===== src/rtl/mod_dp.sv =====
// rtl/mod_dp.sv - restoring-style repeated-subtraction divider datapath
module mod_dp #(
  parameter int WIDTH = 8
) (
  input  logic             CLK,
  input  logic             reset,
  input  logic             loadA,
  input  logic             doSub,
  input  logic [WIDTH-1:0] A_in,
  input  logic [WIDTH-1:0] B_in,
  output logic             x,
  output logic [WIDTH-1:0] R,
  output logic [WIDTH-1:0] Q,
  output logic             divZero,
  output logic             done
);

  localparam logic [WIDTH-1:0] ONE = {{(WIDTH-1){1'b0}}, 1'b1};

  logic [WIDTH-1:0] A_reg;
  logic [WIDTH-1:0] B_reg;
  logic [WIDTH-1:0] Q_reg;
  logic             done_reg;

  // A zero divisor counts as complete so the control unit always terminates.
  assign divZero = (B_reg == '0);
  assign x       = (A_reg < B_reg) | divZero;

  assign R    = A_reg;
  assign Q    = Q_reg;
  assign done = done_reg;

  always_ff @(posedge CLK) begin
    if (reset) begin
      A_reg    <= '0;
      B_reg    <= '0;
      Q_reg    <= '0;
      done_reg <= 1'b0;
    end else if (loadA) begin
      A_reg    <= A_in;
      B_reg    <= B_in;
      Q_reg    <= '0;
      done_reg <= 1'b0;
    end else if (doSub) begin
      // Subtraction is gated by x, so A_reg can never wrap below zero.
      if (!x) begin
        A_reg <= A_reg - B_reg;
        Q_reg <= Q_reg + ONE;
      end else begin
        done_reg <= 1'b1;
      end
    end
  end

endmodule


===== config.mk =====
export PLATFORM = sky130hd
export DESIGN_NAME = mod_dp
export DESIGN_NICKNAME = d
export VERILOG_FILES = /design/src/rtl/mod_dp.sv
export SDC_FILE = /design/constraint.sdc
export NUM_CORES = 1
export LEC_CHECK = 0
export BUFFER_PORTS_ARGS = -buffer_cell sky130_fd_sc_hd__buf_4
export CAP_MARGIN = 0
export CORE_MARGIN = 3
export CORE_UTILIZATION = 30
export DETAILED_ROUTE_END_ITERATION = 12
export SETUP_SLACK_MARGIN = 0.4
export SYNTH_ARGS = -nofsm -noshare
export SYNTH_HDL_FRONTEND = slang
export SYNTH_SLANG_ARGS = --single-unit

===== constraint.sdc =====
create_clock -name CLK -period 5.4 [get_ports CLK]
set_input_delay 0.54 -clock CLK [delete_from_list [all_inputs] [get_ports CLK]]
set_output_delay 0.54 -clock CLK [all_outputs]
set_load 0.05 [all_outputs]

# After elaboration in Yosys (flattened, before gate mapping)
# Index checks and enable logic that the tools add are counted.
totals:
  reg_bits: 25
  output_inout_bits: 19
  elab_cells: 19
  in_bits: 20
classes:
  magnitude_cmp: 1
  n_mux: 3
  addsub: 2
  reduce_logical: 6
  eq_ne: 1
  bitwise_logic: 2
op_table:
  columns: ["operator", "count"]
  rows:
  - ["$mux W8", 3]
  - ["$add A8 B1 Y8 const B", 1]
  - ["$logic_not A8 Y1", 1]
  - ["$lt A8 B8 Y1", 1]
  - ["$sub A8 B8 Y8", 1]
  - ["$reduce_and A2 Y1", 3]
  - ["$ne A2 B2 Y1 const B", 1]
  - ["$reduce_bool A2 Y1", 1]
  - ["$reduce_or A2 Y1", 1]
  - ["$not A1 Y1", 1]
  - ["$or A1 B1 Y1", 1]

# Logic depth before layout (Yosys ltp)
depth:
  ltp_word: 5
  depth_mapped: 10
  mapped_depth_nobuf: 9

# Worst setup path after synthesis
# No wires, ideal clock.
synth_path:
  path_type: "register to register"
  from: "reg A_reg[0] (netlist: R[0])"
  to: "reg Q_reg[7] (netlist: Q[7])"
  n_path_buf: 0
  setup_ns: 0.071
  arrival_time_ns: 2.441
  t_required_ns: 5.329
  path_slack_ns: 2.889
  period_less_slack_ns: 2.511
  stages_incl_launch_ff: 10
  path_cell_list: "dfxtp_1 > inv_1 > ha_1 > inv_1 > fa_1 > a211oi_2 > o21ai_2 > nand3_4 > or4_1 > a21oi_1"
synth_between:
  elab_chain_len: 4
synth_rtl:
  columns: ["element", "line_no", "source"]
  rows:
  - ["start, declared", "20", "logic [WIDTH-1:0] A_reg;"]
  - ["start signal, assigned", "40", "A_reg <= A_in;"]
  - ["start signal, assigned", "47", "A_reg <= A_reg - B_reg;"]
  - ["$lt A8 B8 Y1", "27", "assign x = (A_reg < B_reg) | divZero;"]
  - ["$or A1 B1 Y1", "27", null]
  - ["via x", "11", "output logic x,"]
  - ["$not A1 Y1 (no line)", null, null]
  - ["$reduce_and A2 Y1 (no line)", null, null]
  - ["end signal, assigned", "48", "Q_reg <= Q_reg + ONE;"]
  - ["end, declared", "22", "logic [WIDTH-1:0] Q_reg;"]
# The timed path passes the listed nets, and every way through them passes these cells.
# A chain may end at the register's enable or synchronous reset.

# Worst setup path in the final report
layout_path:
  from: "reg A_reg[0] (netlist: R[0])"
  to: "reg A_reg[2] (netlist: R[2])"
layout_between:
  elab_chain_len: 4
  word_cells_on_any_way: 8
  classes_between: "add/sub (1); order compare (1); eq/ne (1); mux (3); bitwise (1); reduce/logical (1)"
layout_rtl:
  columns: ["element", "line_no"]
  rows:
  - ["$sub A8 B8 Y8 or $lt A8 B8 Y1 (tied branches)", "47, 27"]
  - ["$mux W8 or $or A1 B1 Y1 (tied branches)", "46, 27"]
  - ["$mux W8 or $ne A2 B2 Y1 (tied branches)", null]
  - ["$mux W8 or $reduce_and A2 Y1 (tied branches)", null]
# Parallel ways exist; a longest one is shown, timed or not. The select of a mux whose other input is x is not followed.

==> out/qor.yml <==
postCtsSetupBuffers: 0
design_area_um2: 1900
grt_max_degree: 30
fin_setup_tns_ps: 0
fin_skew_ps: 5.30
die_y_um: 77.2
crit_path_end_kind: "flop"
root_buffer: "clkbuf_8"
cp.depth: 9
fin_crit_ps: 2790
synthToLayoutAreaGrowth_pct: 25.0
clock_path_buffers: 2
dr_total_vias: 1352
yosysTopAreaCellShare_pct: 32.9
cp.required_ps: 5560
ios: 39
routed_wl_um: 3310
synth_area_leaders: "dfxtp_1 33%, ha_1 7.4%, mux2i_1 7.2%"
critPathBufInv: 2
wl_per_cell_um: 12.1
drc: 0
die-area_um2: 5950
hold_path_class: "flop to flop"
maxCapViolCount: 0
run_status: "complete, no violations"
cts_resized: 0
start_kind: "flop"
drive_above_1_share_pct: 24.0
yosys_warnings: 0
relSlewSlack_pct: 44.9
power.density_nw_per_um2: 274
start_util_pct: 31.5
port_buffers: 38
cpMostUsedCell: "inv_1"
cp_slowest_cell: "nand4_1"
yosysUniqueCellTypes: 43
cts_max_level: 1
cts_hold_buf: 0
cp.arrival_ps: 2950
setup_viol: 0
drv_slew: 0
cp_top_family: "simple AND/OR/NAND/NOR gates"
fmax_mhz: 359
synthCells: 174
syn_area_um2: 1520
drt_first_pass_iters: 4
critPathMaxFanout: 20
synth_area_leader_cell: "dfxtp_1"
ant_nets: 0
worstMarginPinSlew_ps: 824
syn_area_per_cell_um2: 8.73
cts_buffers: 3
placeableCoreArea_um2: 4820
grt_usage_pct: 11.4
syn_nets: 204
drt_iter0_markers: 63
grt_pass1_wl_um: 5690
hpwl_um: 2580
gp_congestion: 0.817
nNetsFinal: 239
crit_path_max_incr_delay_ps: 690
cts_tree: "done"
leakage_nw: 0.796
viasPerCell: 4.92
rsz0062_at_grt: "no"
overflow: 0
crit_path_cell_trace: "inv_1, ha_1, inv_1, fa_1, a211oi_2, o21ai_2, nand4_1, and4b_1, a311o_1"
synth-seq-cells: 25
irDropWorstVdd_mv: 0.136
hold_depth: 2
place_area_um2: 1850
ys_seq_area_share_pct: 32.9
r2r_slack_ps: 2610
crit_type: "flop to flop"
grt_pass1_vias: 1249
row_count: 25
finalCritPeriodShare_pct: 51.6
cts.sinks: 25
die_w_um: 77.2
clk_latency_ps: 270
antenna_cells: 0
cts.clk_slew.worst_paths_ps: 90
reg2regPathDepth: 9
antenna_found_initial: 0
final_hold_viol_count: 0
[path summary, 6_finish.rpt]
path / startpoint / endpoint
worst max-delay path: R[0] / R[2]
worst min-delay path: done / done
worst max register to register: R[0] / R[2]
worst min register to register: done / done
[power by group]
part | switching, W | internal (W) | total (W)
clock | 0.0000602 | 0.0000528 | 0.000113
sequential | 0.00000982 | 0.000195 | 0.000205
combinational | 0.000123 | 0.0000786 | 0.000202
[logic make-up after synthesis]
| family | after synthesis | share of synthesized area, % |
|---|---|---|
| DFF | 25 | 32.9 |
| and+or+nand+nor | 60 | 22.5 |
| buffers and inverters | 26 | 6.75 |
| xor gates and xnor gates | 6 | 3.46 |
| muxes | 11 | 7.25 |
| adders and majority gates | 10 | 8.73 |
| AOI/OAI and AO/OA | 36 | 18.4 |
[cell usage after synthesis]
library cell / instances
o21ai_0: 5
a311oi_1: 1
or4_1: 3
xor2_1: 5
xnor2_1: 1
nor3_1: 9
nor4_1: 4
or3_1: 3
a211oi_2: 1
ha_1: 9
buf_4: 1
a2111oi_2: 2
a21o_1: 2
and4_1: 1
nand2_2: 1
and4b_1: 1
buf_2: 1
a311o_1: 2
o211ai_1: 1
nor2_1: 19
nor4b_2: 1
nand2_1: 3
nand3_4: 1
a21oi_1: 11
or2_2: 1
a2111oi_4: 1
nor2b_1: 3
buf_1: 1
fa_1: 1
nand4_1: 3
o21ai_2: 1
mux2i_1: 11
nand3_1: 2
clkbuf_1: 5
a32oi_1: 1
a221oi_1: 3
o21ai_1: 1
nor3b_1: 4
o22ai_1: 1
nand2b_1: 1
inv_1: 18
dfxtp_1: 25
o31ai_1: 3
[layout make-up]
type,instances,area [um2]
repair buffers,38,285
multi-input cells,123,916
inverters,18,67.6
well taps,67,83.8
clock buffers,4,45.0
flip-flops and latches,25,500
fillers,524,2920
[through the flow]
| step | hold slack [ps] | worst slack (ps) | power, W | std cells | utilization [%] |
|---|---|---|---|---|---|
| after floorplan | 483 | 2890 | 0.000365 | 174 | - |
| after global placement | 457 | 2700 | 0.000411 | 271 | 38.5 |
| after detailed placement | 467 | 2630 | 0.000413 | 271 | 38.5 |
| after CTS | 488 | 2620 | 0.000527 | 275 | 39.4 |
| after global routing | 495 | 2300 | 0.000554 | 275 | 39.4 |
| final | 479 | 2610 | 0.000520 | 275 | 39.4 |
[layout by cell type (no fill, tap or decap), types with 3 or more instances in the layout]
master / count
buf_4: 38
nor2b_1: 3
or4_1: 3
nor2_1: 19
nor3_1: 9
o21ai_0: 5
ha_1: 9
or3_1: 3
mux2i_1: 11
nor4_1: 4
inv_1: 18
nor3b_1: 4
dfxtp_1: 25
xor2_1: 5
clkbuf_8: 3
nand2_1: 3
a21oi_1: 11
a221oi_1: 3
o31ai_1: 3
nand4_1: 3
[worst min-delay path: stages (launching register included)]
cell     delay [ps]
dfxtp_1         340
a21oi_1          40
nor2_1           70
[layer usage]
metal	up-vias	track usage, %	wire [um]
li1	700	-	-
met1	629	15.0	1640
met2	21	19.3	1560
met3	2	2.23	97
met4	0	2.67	15
met5	-	0	0
(Power assumes the default switching activity.)
